**src/rtl/ram_arbiter.sv**
```systemverilog
// Zero-fill sequencer plus independent round-robin write and read arbiters for a
// simple dual-port block RAM (registered read address, unregistered data out).
module ram_arbiter #(
    parameter int ADDR_WIDTH = 8,
    parameter int DATA_WIDTH = 8,
    parameter int NREQ       = 4,
    parameter int ID_WIDTH   = 2
) (
    input  logic                       clk,
    input  logic                       rst_n,
    input  logic [NREQ-1:0]            wreq,
    input  logic [NREQ*ADDR_WIDTH-1:0] waddr,
    input  logic [NREQ*DATA_WIDTH-1:0] wdata,
    output logic [NREQ-1:0]            wack,
    input  logic [NREQ-1:0]            rreq,
    input  logic [NREQ*ADDR_WIDTH-1:0] raddr,
    output logic [NREQ-1:0]            rack,
    output logic                       rvalid,
    output logic [ID_WIDTH-1:0]        rid,
    output logic [DATA_WIDTH-1:0]      rdata,
    output logic                       init_done,
    output logic                       ram_we,
    output logic [ADDR_WIDTH-1:0]      ram_waddr,
    output logic [DATA_WIDTH-1:0]      ram_din,
    output logic [ADDR_WIDTH-1:0]      ram_raddr,
    input  logic [DATA_WIDTH-1:0]      ram_dout
);

    typedef enum logic {INIT, RUN} state_t;

    state_t                  state, state_d;
    logic [ADDR_WIDTH-1:0]   cnt, cnt_d;
    logic                    init_done_d;
    logic [ID_WIDTH-1:0]     wptr, wptr_d, rptr, rptr_d;
    logic [NREQ-1:0]         wack_d, rack_d;
    logic                    ram_we_d;
    logic [ADDR_WIDTH-1:0]   ram_waddr_d, ram_raddr_d;
    logic [DATA_WIDTH-1:0]   ram_din_d;
    logic [ID_WIDTH-1:0]     rd_id0, rd_id0_d, rd_id1;
    logic                    rd_v1;

    logic [NREQ-1:0]         w_elig, r_elig;
    logic [ID_WIDTH:0]       w_pick, r_pick;
    logic                    w_found, r_found;
    logic [ID_WIDTH-1:0]     w_win, r_win;

    // Returns {found, index}: first eligible requester at or after ptr, wrapping.
    function automatic logic [ID_WIDTH:0] rr_pick(input logic [NREQ-1:0] elig,
                                                  input logic [ID_WIDTH-1:0] ptr);
        logic              found;
        logic [ID_WIDTH-1:0] win;
        int                idx;
        found = 1'b0;
        win   = '0;
        idx   = 0;
        for (int k = 0; k < NREQ; k++) begin
            idx = int'(ptr) + k;
            if (idx >= NREQ) idx = idx - NREQ;
            if (!found && elig[idx]) begin
                found = 1'b1;
                win   = ID_WIDTH'(idx);
            end
        end
        return {found, win};
    endfunction

    // Requests are levels held until the matching ack; an ack is a one-cycle pulse,
    // and the acked requester is ignored for that cycle so a held level is not granted twice.
    assign w_elig = wreq & ~wack;
    assign r_elig = rreq & ~rack;

    assign w_pick  = rr_pick(w_elig, wptr);
    assign r_pick  = rr_pick(r_elig, rptr);
    assign w_found = w_pick[ID_WIDTH];
    assign w_win   = w_pick[ID_WIDTH-1:0];
    assign r_found = r_pick[ID_WIDTH];
    assign r_win   = r_pick[ID_WIDTH-1:0];

    always_comb begin
        state_d     = state;
        cnt_d       = cnt;
        init_done_d = init_done | (state == RUN);
        wptr_d      = wptr;
        rptr_d      = rptr;
        wack_d      = '0;
        rack_d      = '0;
        ram_we_d    = 1'b0;
        ram_waddr_d = ram_waddr;
        ram_din_d   = ram_din;
        ram_raddr_d = ram_raddr;
        rd_id0_d    = rd_id0;

        case (state)
            INIT: begin
                ram_we_d    = 1'b1;
                ram_waddr_d = cnt;
                ram_din_d   = '0;
                cnt_d       = cnt + 1'b1;
                if (cnt == '1) state_d = RUN;
            end
            RUN: begin
                // Arbitration starts one cycle after the last fill write.
                if (init_done) begin
                    if (w_found) begin
                        wack_d      = NREQ'(1) << w_win;
                        ram_we_d    = 1'b1;
                        ram_waddr_d = waddr[int'(w_win)*ADDR_WIDTH +: ADDR_WIDTH];
                        ram_din_d   = wdata[int'(w_win)*DATA_WIDTH +: DATA_WIDTH];
                        wptr_d      = (w_win == ID_WIDTH'(NREQ-1)) ? '0 : w_win + 1'b1;
                    end
                    if (r_found) begin
                        rack_d      = NREQ'(1) << r_win;
                        ram_raddr_d = raddr[int'(r_win)*ADDR_WIDTH +: ADDR_WIDTH];
                        rd_id0_d    = r_win;
                        rptr_d      = (r_win == ID_WIDTH'(NREQ-1)) ? '0 : r_win + 1'b1;
                    end
                end
            end
            default: state_d = INIT;
        endcase
    end

    always_ff @(posedge clk or negedge rst_n) begin
        if (!rst_n) begin
            state     <= INIT;
            cnt       <= '0;
            init_done <= 1'b0;
            wptr      <= '0;
            rptr      <= '0;
            wack      <= '0;
            rack      <= '0;
            ram_we    <= 1'b0;
            ram_waddr <= '0;
            ram_din   <= '0;
            ram_raddr <= '0;
            rd_id0    <= '0;
        end else begin
            state     <= state_d;
            cnt       <= cnt_d;
            init_done <= init_done_d;
            wptr      <= wptr_d;
            rptr      <= rptr_d;
            wack      <= wack_d;
            rack      <= rack_d;
            ram_we    <= ram_we_d;
            ram_waddr <= ram_waddr_d;
            ram_din   <= ram_din_d;
            ram_raddr <= ram_raddr_d;
            rd_id0    <= rd_id0_d;
        end
    end

    // Read return: grant cycle -> RAM data cycle -> registered rdata.
    always_ff @(posedge clk or negedge rst_n) begin
        if (!rst_n) begin
            rd_v1  <= 1'b0;
            rd_id1 <= '0;
            rvalid <= 1'b0;
            rid    <= '0;
            rdata  <= '0;
        end else begin
            rd_v1  <= |rack;
            rd_id1 <= rd_id0;
            rvalid <= rd_v1;
            if (rd_v1) begin
                rid   <= rd_id1;
                rdata <= ram_dout;
            end
        end
    end

endmodule

```
**config.mk**
```make
export PLATFORM = sky130hd
export DESIGN_NAME = ram_arbiter
export DESIGN_NICKNAME = d
export VERILOG_FILES = /design/src/rtl/ram_arbiter.sv
export SDC_FILE = /design/constraint.sdc
export NUM_CORES = 1
export LEC_CHECK = 0
export ABC_AREA = 1
export BUFFER_PORTS_ARGS = -buffer_cell sky130_fd_sc_hd__buf_2
export CORE_AREA = 8 8 96 163
export DETAILED_ROUTE_END_ITERATION = 6
export DIE_AREA = 0 0 104 171
export GPL_ROUTABILITY_DRIVEN = 0
export PLACE_DENSITY = 0.6
export SLEW_MARGIN = 10
export SYNTH_ARGS = -nofsm -noshare
export SYNTH_HDL_FRONTEND = slang
export SYNTH_SLANG_ARGS = --single-unit
```
**constraint.sdc**
```tcl
create_clock -name clk -period 2.1 [get_ports clk]
set_input_delay 0.21 -clock clk [delete_from_list [all_inputs] [get_ports clk]]
set_output_delay 0.21 -clock clk [all_outputs]
set_load 0.02 [all_outputs]
```
Word-level counts from Yosys, hierarchy flattened
Cells that the tools add are included.
W data, S select, Z words.

storage, ports and cells
  bits of input ports = 114
  register bits = 63
  output and inout bits = 45
  word-level logic and storage cells = 149

cells by class
  reduce and logical (&&, ||, !) cells = 16
  bitwise gates (word level) = 6
  multiplexer cells = 67
  add/sub/neg operators = 17
  $lt $le $gt $ge = 16
  shift-type cells = 5
  equality and inequality tests = 5

operators by type and width
  kind                   count
  $lt A32 B4 Y1 const B  8
  $mux W32               8
  $shiftx A32 B6 Y8      3
  $mux W8                4
  $pmux W8 S2            2
  $mux W1                28
  $mux W4                6
  $sub A3 B3 Y4 const B  6
  $mux W2                10
  $ge A3 B3 Y1 const B   6
  $bmux W1 S2            8
  $add A2 B2 Y3 const B  4
  $add A8 B1 Y8 const B  1
  $and A4 B4 Y4          2
  $eq A8 B8 Y1 const B   1
  $not A4 Y4             2
  $shl A1 B2 Y4 const A  2
  $sub A2 B3 Y4 const B  2
  $add A2 B1 Y3 const B  2
  $ge A2 B3 Y1 const B   2
  $logic_and A1 B1 Y1    6
  $logic_not A1 Y1       6
  $reduce_and A3 Y1      2
  $add A2 B1 Y2 const B  2
  8 further kinds        9

Logic depth before layout (Yosys ltp)
Gate-level depths: netlist of run 1.

  depth after elaboration = 19
  mapped depth = 18
  depth with buffers taken out = 17

Least setup slack after synthesis of run 1
Ideal clock, no wire load.

  kind = flip-flop to flip-flop
  from = reg rack[3]
  to = reg rptr[1]
  clock period less this slack = 1.925 ns
  path slack = 0.175 ns
  setup time = 0.123 ns
  required time = 1.977 ns
  buffers on the path = 1
  cell stages (with the launch flop) = 12
  data arrival time = 1.802 ns
  path through = dfrtp_1 > inv_1 > nand2_1 > o21ai_2 > nand2_1 > o21ai_2 > nand4_4 > nand2_4 > buf_8 > ha_1 > nand2_1 > o21ai_1

on the way
  word-level cells in the longest chain between the ends = 17
  elaborated cells on any way between the ends = 32
  those cells by class = 1 x add/sub; 1 x eq/ne; 21 x mux; 2 x bitwise; 7 x reduce/logical

RTL lines
  element                                        line  RTL
  from (decl)                                    17    output logic [NREQ-1:0] rack,
  from (signal assigned)                         144   rack <= rack_d;
  $not A4 Y4 (*)                                 70    assign r_elig = rreq & ~rack;
  $and A4 B4 Y4 (*)                              70
  $bmux W1 S2                                    59    if (!found && elig[idx]) begin
  $mux W1 (implied by the code) (2 in series)    59
  $mux W1                                        59
  $logic_not A1 Y1                               59
  $logic_and A1 B1 Y1                            59
  $mux W1                                        59
  $logic_not A1 Y1                               59
  $logic_and A1 B1 Y1                            59
  $mux W1                                        59
  $logic_not A1 Y1                               59
  $logic_and A1 B1 Y1                            59
  $mux W2                                        59
  $add A2 B1 Y2 or $eq A2 B2 Y1 (tied branches)  115   rptr_d = (r_win == ID_WIDTH'(NREQ-1)) ? '0 : r_win + 1'b1;
  $mux W2                                        115
  to (signal assigned)                           142   rptr <= rptr_d;
  to (decl)                                      34    logic [ID_WIDTH-1:0] wptr, wptr_d, rptr, rptr_d;

Mark *: on every way between the ends. The rest lies on a longest branch, timed or not. The select of a mux whose other input is x is not followed.
A chain may end at the register's enable or synchronous reset.

Worst setup path after layout of run 1
  from = reg wptr[0]
  to = reg ram_waddr[6]

on the way
  word-level cells in the longest chain between the ends = 19
  elaborated cells on any way between the ends = 47
  those cells by class = 7 x add/sub; 4 x order compare; 1 x eq/ne; 1 x shift; 27 x mux; 7 x reduce/logical

RTL lines
  element                                                                 line  RTL
  from (decl)                                                             34
  from (signal assigned)                                                  141   wptr <= wptr_d;
  parallel branches: the longest is 19 deep, another holds $sub A3 B3 Y4  --
  to (signal assigned)                                                    146   ram_waddr <= ram_waddr_d;
  to (decl)                                                               23    output logic [ADDR_WIDTH-1:0] ram_waddr,

Several ways; the timed one is not identified. The select of a mux whose other input is x is not followed.

==> results.ini, run 1 <==
[clock_tree]
htree_levels = 3
path_clk_slew_ps = 50
cts.sinks = 63
clk_path_buf_depth = 2
cts_tree = yes
cts-root-buf = clkbuf_16
cts_buffers = 9
clk-insertion-delay-late_ps = 330

[worst_setup_path]
critPathMaxFanout = 8
worst-setup-path-type = reg -> reg
cp.arrival_ps = 2310
worstSetupStartpointType = register
cp.required_ps = 2310
cpMaxStageDelayCell = dfrtp_2
end_kind = register
worst-path-buf-inv = 4
cp_cell_sequence = clkinv_4 -> nand2_4 -> nand2_4 -> nand3_2 -> nand2_2 -> buf_6 -> nand2_4 -> nand2_2 -> nand2_2 -> buf_6 -> nand3_4 -> clkbuf_16 -> nand2_2 -> nand3_2 -> nand3_2 -> nand3_2
path_delay_family = simple AND/OR/NAND/NOR gates
max_stage_delay_ps = 460

[power_and_ir_drop]
power_density_nw_per_um2 = 525.0
p_leak_nw = 3.405
max-vdd-ir-drop_mv = 0.4971

[floorplan]
die_w_um = 104
die_h_um = 171
io-pin-count = 159
dieArea_sq_um = 17780
initial_core_util_pct = 29.50
rows = 56
core_area_sq_um = 13310

[timing]
finClkSkew_ps = 5.145
fmaxAchievable_mhz = 477.6
finalHoldViolations = 0
drv_slew = 0
fin_crit_sh_pct = 99.70
fin_crit_ps = 2094
fin_tns_setup_ps = 0
tightest_slew_ps = 660.8
rsz0062_at_grt = true
slew_headroom_pct = 55.84
holdWs_ps = 114.1
setup_violations = 0

[global_route]
track_usage_pct = 14.07
grt_max_degree = 64
gr-total-overflow = 0
antenna_found_initial = 0
grt_pass1_wl_mm = 20.20
grt_pass1_vias = 4143

[run_status]
outcome = completed

[drt]
num_vias = 4316
ant_nets = 0
wire_per_inst_um = 15.32
routed_wl_mm = 13.99
drc = 0
drtIter0Drc = 172
viasPerCell = 4.727
drt-pass1-iter-count = 4

[final_layout]
final_nets = 851
utilization_pct = 46.52
diodes = 0
drive_above_1_share_pct = 49.93
area_growth_pct = 57.69

[logic_synthesis]
synth_fa_ha_area_share_pct = 0.9557
yosys_warnings = 0
yosys_most_used_dff = dfrtp_1
synth_top_family_by_area = simple AND/OR/NAND/NOR gates
synthXorXnorAreaFrac_pct = 2.262
syn_area_per_cell_sq_um = 7.410
synth-async-reset-ratio_pct = 100.0
synth_seq_area_share_pct = 40.14
syn_nets = 647
synth_compound_area_share_pct = 3.345
ys_ff_latch = 63
yosys.area_share.simple_pct = 40.78
synth_area_sq_um = 3928
synthCells = 530
synth.distinct_cells = 43
synth_edf_count = 0
muxShareOfSynthArea_pct = 2.867

[place]
portBuffers = 158
dp_hpwl_mm = 9.934

[flow_run]
maxCapViolCount = 0

[hold_path]
hold_class = in -> reg

-- layer usage --
layer / routed length [um] / track usage [%] / vias up
met2: 7681 / 25.87 / 127
li1: - / - / 2116
met4: 539 / 7.790 / 0
met1: 5313 / 15.07 / 2036
met5: 0 / 0 / -
met3: 451 / 2.185 / 37
-- registers in the layout, indices dropped and copies added, names as in the netlist, 2 cells and up --
name       flops
cnt            8
ram_din        8
ram_raddr      8
ram_waddr      8
rdata          8
rack           4
wack           4
rd_id0         2
rd_id1         2
rid            2
rptr           2
wptr           2
-- synthesized netlist by cell type, types with 2 or more instances --
cell        n  area, sq um
buf_2       6        30.03
nor2_2      3        18.77
ha_1        3        37.54
nand3b_1    8        60.06
clkbuf_1    2        7.510
o211ai_2    2        25.02
o21ai_2     2        17.52
nor3_1      2        10.01
o21ai_0     6        30.03
buf_6       4        45.04
dfrtp_1    63         1577
inv_2       5        18.77
nor2_1     13        48.80
inv_1      51        191.4
xor2_1      5        43.79
a21oi_1     2        10.01
nand2_1   191        716.9
buf_4       7        52.55
xnor2_1     2        17.52
mux2_2     10        112.6
nand4_1     6        37.54
nand2_4     2        22.52
nand2_2    14        87.58
nand3_2     2        20.02
nand3_1   101        505.5
-- through the flow --
stage / setup slack, ps / total power, W / instance area (sq um) / cells
floorplan: 175.1 / 0.001451 / 3928 / 530
global placement: -109.3 / 0.001642 / 5049 / 872
detailed placement: -99.05 / 0.001643 / 5049 / 872
CTS: 14.67 / 0.003119 / 5385 / 892
global route: -108.4 / 0.003416 / 6193 / 913
finish: 6.204 / 0.003252 / 6193 / 913
-- final timing paths --
kind                        startpoint            to  slack, ps  cells past startpoint
max                            wptr[0]  ram_waddr[6]          6                     16
min                        ram_dout[7]      rdata[7]        110                      2
max reg2reg                    wptr[0]  ram_waddr[6]          6                     16
min reg2reg                  rd_id0[1]     rd_id1[1]        410                      0
max in group asynchronous        rst_n       wptr[0]       1360                      3
min in group asynchronous        rst_n  ram_waddr[2]        420                      3
-- kinds of logic after synthesis --
kind of cell | Yosys count
xor+xnor | 8
simple gates | 349
compound gates | 18
fa+ha+maj | 3
mux | 10
buf+inv | 79
flops | 63
-- layout make-up --
type,instances,area (sq um)
fill,1352,7119
multi-input combinational,388,2452
sequential,63,1579
timing repair buffer,213,1416
clock buffer,14,284.0
inverter,59,231.5
tap,174,217.7
clock inverter,2,12.51
-- power by group --
part	switching, W	internal, W	total [W]
logic	0.000300	0.000281	0.000581
clock network	0.000530	0.000926	0.00146
registers	0	0.00121	0.00121
-- placed cells by master (no fill, tap or decap), types with 5 or more instances in the layout --
cell type / n
clkbuf_16: 13
buf_4: 32
inv_1: 50
nand2_2: 39
buf_6: 8
nand4_1: 6
nand2_1: 146
mux2_2: 10
inv_2: 6
dfrtp_1: 61
xor2_1: 5
buf_2: 158
nand2_4: 21
nand3_2: 42
nor2_1: 12
nand3_1: 59
nand3b_1: 8
buf_12: 7
-- repair_timing --
item	in CTS	in global routing
pin swaps	0	60
gates resized for setup	3	135
setup endpoints to repair	26	32
setup buffers	3	14
hold endpoints to repair	63	0
cloned	0	7
hold buffers	1	0
Note: power is estimated with default switching activity, not from simulation.
==> run 2, diff against run 1 <==
Settings changed: RECOVER_POWER from default to 50.
Clock period 2.1 ns to 2.6 ns, I/O delays scaled along.
==> results.ini, run 2 (same netlist as run 1, synthesis figures left out) <==
[timing]
fin_crit_sh_pct = 90.25  ; -9.5 points
finClkSkew_ps = 9.132  ; +3.987 ps
drv_slew = 29  ; +29
setup_violations = 0  ; unchanged
fin_tns_setup_ps = 0  ; unchanged
finalHoldViolations = 0  ; unchanged
slew_headroom_pct = -5.845  ; -62 points
tightest_slew_ps = 1588  ; +926.9 ps
fin_crit_ps = 2346  ; +252.6 ps
fmaxAchievable_mhz = 426.2  ; -11%
rsz0062_at_grt = false

[clock_tree]
cts-root-buf = clkbuf_16
cts_resized = 0  ; -3
path_clk_slew_ps = 50  ; about the same
cts_buffers = 9  ; unchanged
cts_tree = yes
clk-insertion-delay-late_ps = 330  ; about the same
clk_path_buf_depth = 2  ; unchanged
cts.sinks = 63  ; unchanged
htree_levels = 3  ; unchanged

[power_and_ir_drop]
power_density_nw_per_um2 = 497.4  ; -5.3%
p_leak_nw = 2.773  ; -19%
max-vdd-ir-drop_mv = 0.3398  ; -32%

[place]
dp_hpwl_mm = 9.964  ; +0.30%
placed_cell_area_sq_um = 4878  ; -3.4%
portBuffers = 158  ; unchanged

[floorplan]
dieArea_sq_um = 17780  ; unchanged
io-pin-count = 159  ; unchanged
rows = 56  ; unchanged
die_h_um = 171  ; unchanged
initial_core_util_pct = 29.50  ; unchanged
core_area_sq_um = 13310  ; unchanged
die_w_um = 104  ; unchanged

[final_layout]
fill_cells = 1470  ; +8.7%
final_cell_mix = 191 x nand2_1, 113 x buf_2, 101 x nand3_1, 63 x dfrtp_1, 51 x inv_1
drive_above_1_share_pct = 26.70  ; -23 points
layout_commonest_cell = nand2_1
seqCellArea_sq_um = 1577  ; -0.16%
diodes = 0  ; unchanged
final_nets = 806  ; -5.3%
multi_input_area_sq_um = 1972  ; -20%
area_growth_pct = 31.00
fin_area_sq_um = 5145  ; -17%
utilization_pct = 38.65  ; -7.9 points

[drt]
viasPerCell = 4.601  ; -2.7%
ant_nets = 0  ; unchanged
num_vias = 3989  ; -7.6%
drt-pass1-iter-count = 6  ; +2
drtIter0Drc = 179  ; +4.1%
routed_wl_mm = 12.58  ; -10%
drc = 0  ; unchanged
wire_per_inst_um = 14.51  ; -5.3%

[global_route]
track_usage_pct = 13.92  ; -0.15 points
gr-total-overflow = 0  ; unchanged
grt_max_degree = 34  ; -47%
grt_pass1_vias = 4131  ; -0.29%
antenna_found_initial = 0  ; unchanged
grt_pass1_wl_mm = 19.82  ; -1.9%

[worst_setup_path]
reg2regPathDepth = 10  ; -6
cp.arrival_ps = 2590  ; +280 ps
end_kind = register
worst-setup-path-type = reg -> reg
critPathMaxFanout = 19  ; +11
cp.required_ps = 2850  ; +540 ps
worstSetupStartpointType = register

[hold_path]
hold_depth = 2  ; unchanged
hold_class = in -> reg

[run_status]
outcome = finished with violations
violations = capacitance limit, slew limit

[flow_run]
maxCapViolCount = 1  ; +1

run 2: repair_timing:
item / 4_1_cts / 5_1_grt
setup buffers: 0 / 0
hold endpoints to repair: 21 / 0
hold buffers: 1 / 0
run 2: final timing paths:
path / startpoint / to / slack [ps]
max: wptr[0] / wack[0] / 250
min: ram_dout[1] / rdata[1] / 170
max reg2reg: wptr[0] / wack[0] / 250
min reg2reg: rd_id0[0] / rd_id1[0] / 390
max in group asynchronous: rst_n / rdata[4] / 670
min in group asynchronous: rst_n / cnt[7] / 870
run 2: final cells by class:
type	count	share of cell area, %
well taps	174	4.232
clock inverters	4	1.362
clock buffers	11	4.718
repair buffers	168	16.27
flip-flops and latches	63	30.64
multi-input cells	388	38.33
inverters	59	4.450
run 2: report_power, final:
part	switching (W)	internal, W	total, W
logic	0.000175	0.000136	0.000311
clock network	0.000410	0.000856	0.00127
registers	0	0.000982	0.000982
run 2: layer usage:
metal  wire length, um  part of all wire, %  vias to the layer above  GRT usage, %
met5                 0                    0                        -             0
met3               489                  3.9                       31         2.938
met4               453                  3.6                        0         8.170
met2              6948                   55                      110         25.64
li1                  -                    -                     2014             -
met1              4692                   37                     1834         14.22
run 2: through the flow:
step	setup slack [ps]	hold WS (ps)	power (W)	std cells
after floorplan	675.1	-35.59	0.001172	530
after global routing	46.46	162.5	0.002685	867
final	253.6	172.7	0.002559	867
after global placement	314.9	336.9	0.001312	851
after detailed placement	265.9	346.2	0.001313	851
after CTS	241.0	161.7	0.002599	867
run 2: critical path, stage by stage, from the launching register on:
cell,delay [ps]
dfrtp_1,540
clkinv_4,150
nand2_1,80
nand2_1,80
nand3_1,90
nand2_2,80
nand4_2,140
inv_1,110
nor2_2,630
nand2_1,210
nor2_1,140
==> run 3, diff against run 2 <==
Settings changed: ABC_AREA 1 to default, CORE_AREA 8 8 96 163 to 8 8 91 154, DIE_AREA 0 0 104 171 to 0 0 99 162, PLACE_DENSITY 0.6 to 0.61.
==> results.ini, run 3 <==
[run_status]
outcome = finished with violations
violations = capacitance limit, slew limit

[clock_tree]
path_clk_slew_ps = 60  ; about the same
cts.sinks = 63  ; unchanged
htree_levels = 3  ; unchanged
postCtsSetupRepairBufs = 0  ; unchanged
cts-root-buf = clkbuf_16
cts_buffers = 9  ; unchanged
cts_tree = yes
clk-insertion-delay-late_ps = 330  ; about the same
clk_path_buf_depth = 2  ; unchanged

[worst_setup_path]
worstSetupStartpointType = register
end_kind = register
worst-path-buf-inv = 1  ; -1
worst-setup-path-type = reg -> reg
cp.arrival_ps = 2350  ; -240 ps
critPathMaxFanout = 14  ; -5
cp.required_ps = 2800  ; -50 ps
max_stage_delay_ps = 440  ; -190 ps
crit_cells = 6  ; -4
path_delay_family = simple AND/OR/NAND/NOR gates
cp_cell_sequence = and2b_1 -> o311ai_2 -> nor2_4 -> buf_4 -> mux2i_1 -> o211ai_2
reg2regPathDepth = 6  ; -4
cpMaxStageDelayCell = nor2_4

[timing]
fin_crit_ps = 2156  ; -190.8 ps
setup_violations = 0  ; unchanged
rsz0062_at_grt = false
slew_headroom_pct = -8.219  ; -2.4 points
finalHoldViolations = 0  ; unchanged
drv_slew = 30  ; +3.4%
tightest_slew_ps = 1623  ; +35.61 ps
holdWs_ps = 163.1  ; -9.626 ps
fin_tns_setup_ps = 0  ; unchanged
fin_crit_sh_pct = 82.91  ; -7.3 points
fmaxAchievable_mhz = 463.9  ; +8.9%
finClkSkew_ps = 7.748  ; -1.384 ps

[power_and_ir_drop]
pwr-share-seq_pct = 40.8  ; +2.4 points
intPower_w = 0.001844  ; -6.6%
pwr-share-clk_pct = 44.0  ; -5.5 points
max-vdd-ir-drop_mv = 0.4110  ; +21%
p_leak_nw = 2.259  ; -19%
power_density_nw_per_um2 = 551.4  ; +11%
p_sw_w = 0.0007007  ; +20%
swShare_pct = 27.54  ; +4.7 points
p_comb_share_pct = 15.2  ; +3.0 points

[global_route]
grt_pass1_vias = 3478  ; -16%
grt_max_degree = 30  ; -12%
track_usage_pct = 13.82  ; -0.10 points
grt_pass1_wl_mm = 17.30  ; -13%
antenna_found_initial = 0  ; unchanged
gr-total-overflow = 0  ; unchanged

[floorplan]
core_area_sq_um = 11870  ; -11%
dieArea_sq_um = 16040  ; -9.8%
die_w_um = 99  ; -4.8%
die_h_um = 162  ; -5.3%
io-pin-count = 159  ; unchanged
rows = 53  ; -5.4%
initial_core_util_pct = 29.12  ; -0.38 points

[final_layout]
drive_above_1_share_pct = 34.23  ; +7.5 points
area_growth_pct = 33.48
diodes = 0  ; unchanged
fin_area_sq_um = 4614  ; -10%
layout_commonest_cell = buf_2
final_cell_mix = 116 x buf_2, 63 x dfrtp_1, 42 x clkbuf_1, 31 x mux2i_1, 26 x nand2_1
final_nets = 597  ; -26%

[logic_synthesis]
yosys.area.top_type = dfrtp_1
synth_common_cells = 63 x dfrtp_1, 31 x mux2i_1, 26 x nand2_1, 23 x and3_1, 19 x o211ai_1
synthCells = 319  ; -40%
syn_nets = 436  ; -33%
yosysMostFrequentCell = dfrtp_1
synth_area_sq_um = 3457  ; -12%
synth_top_area_share_pct = 45.60  ; +5.5 points
synth-async-reset-ratio_pct = 100.0  ; unchanged
syn_area_per_cell_sq_um = 10.84  ; +46%
yosys_warnings = 0  ; unchanged
synth_seq_area_share_pct = 45.60  ; +5.5 points
ys_ff_latch = 63  ; unchanged
ys_top_cells_by_area = dfrtp_1 46%, mux2i_1 9.0%, mux2_2 4.2%
synth.distinct_cells = 53  ; +23%
yosys_most_used_dff = dfrtp_1
synth_edf_count = 0  ; unchanged

[place]
portBuffers = 158  ; unchanged
placed_cell_area_sq_um = 4373  ; -10%
dp_hpwl_mm = 8.946  ; -10%

[drt]
wire_per_inst_um = 18.01  ; +24%
drtIter0Drc = 197  ; +10%
num_vias = 3157  ; -21%
viasPerCell = 5.076  ; +10%
routed_wl_mm = 11.20  ; -11%
drc = 0  ; unchanged
ant_nets = 0  ; unchanged
drt-pass1-iter-count = 4  ; -2

[hold_path]
hold_depth = 2  ; unchanged
hold_class = in -> reg

[flow_run]
maxCapViolCount = 1  ; unchanged

[run 3: cell families after synthesis]
kind of cell               Yosys count  synth area share (%)
and+or+nand+nor                     91                 15.20
muxes                               44                 13.21
AOI/OAI and AO/OA                   88                 19.51
buffers and inverters               23                 3.619
DFF                                 63                 45.60
adders and majority gates            3                 1.086
xor gates and xnor gates             7                 1.773
[run 3: timing repair]
action / in CTS / in global routing
hold buffers: 1 / 0
hold endpoints to repair: 13 / 0
resized for setup: 0 / 0
[run 3: path summary, 6_finish.rpt]
kind	start	to	slack, ps
hold / removal	ram_dout[6]	rdata[6]	160
setup reg to reg	wack[1]	ram_waddr[5]	440
max in group asynchronous	rst_n	ram_waddr[4]	640
setup / recovery	wack[1]	ram_waddr[5]	440
hold reg to reg	rd_id0[1]	rd_id1[1]	380
min in group asynchronous	rst_n	ram_raddr[0]	880
[run 3: cell type report]
cell class                      count  area, sq um
Clock buffer                        9        225.2
Clock inverter                      7        58.81
Fill cell                        1191         7256
Inverter                            7        26.28
Multi-Input combinational cell    233         1755
Sequential cell                    63         1577
Tap cell                          137        171.4
Timing Repair Buffer              166        800.8
[run 3: per-stage QoR]
| step | setup slack, ps | total power [W] | cells | util, % |
|---|---|---|---|---|
| 5_1_grt | 248.5 | 0.002664 | 622 | 38.87 |
| 3_5_place_dp | 376.2 | 0.001453 | 605 | 36.84 |
| 4_1_cts | 370.4 | 0.002592 | 622 | 39.32 |
| 6_report | 444.4 | 0.002545 | 622 | 38.87 |
| 3_3_place_gp | 429.8 | 0.001441 | 605 | 36.84 |
| 2_1_floorplan | 527.2 | 0.001273 | 319 | - |
[run 3: power groups by stage]
stage                     registers, W  logic [W]  clock network (W)
after floorplan                0.00109   0.000185                  0
after detailed placement       0.00105   0.000398                  0
after global placement         0.00105   0.000390                  0
after CTS                      0.00104   0.000401            0.00115
after global routing           0.00104   0.000425            0.00120
final                          0.00104   0.000387            0.00112
[run 3: per-layer routing]
layer / track usage [%] / vias up / part of all wire, %
li1: - / 1514 / -
met1: 12.77 / 1531 / 34
met2: 26.16 / 88 / 58
met3: 3.086 / 24 / 4.6
met4: 9.065 / 0 / 3.5
met5: 0 / - / 0
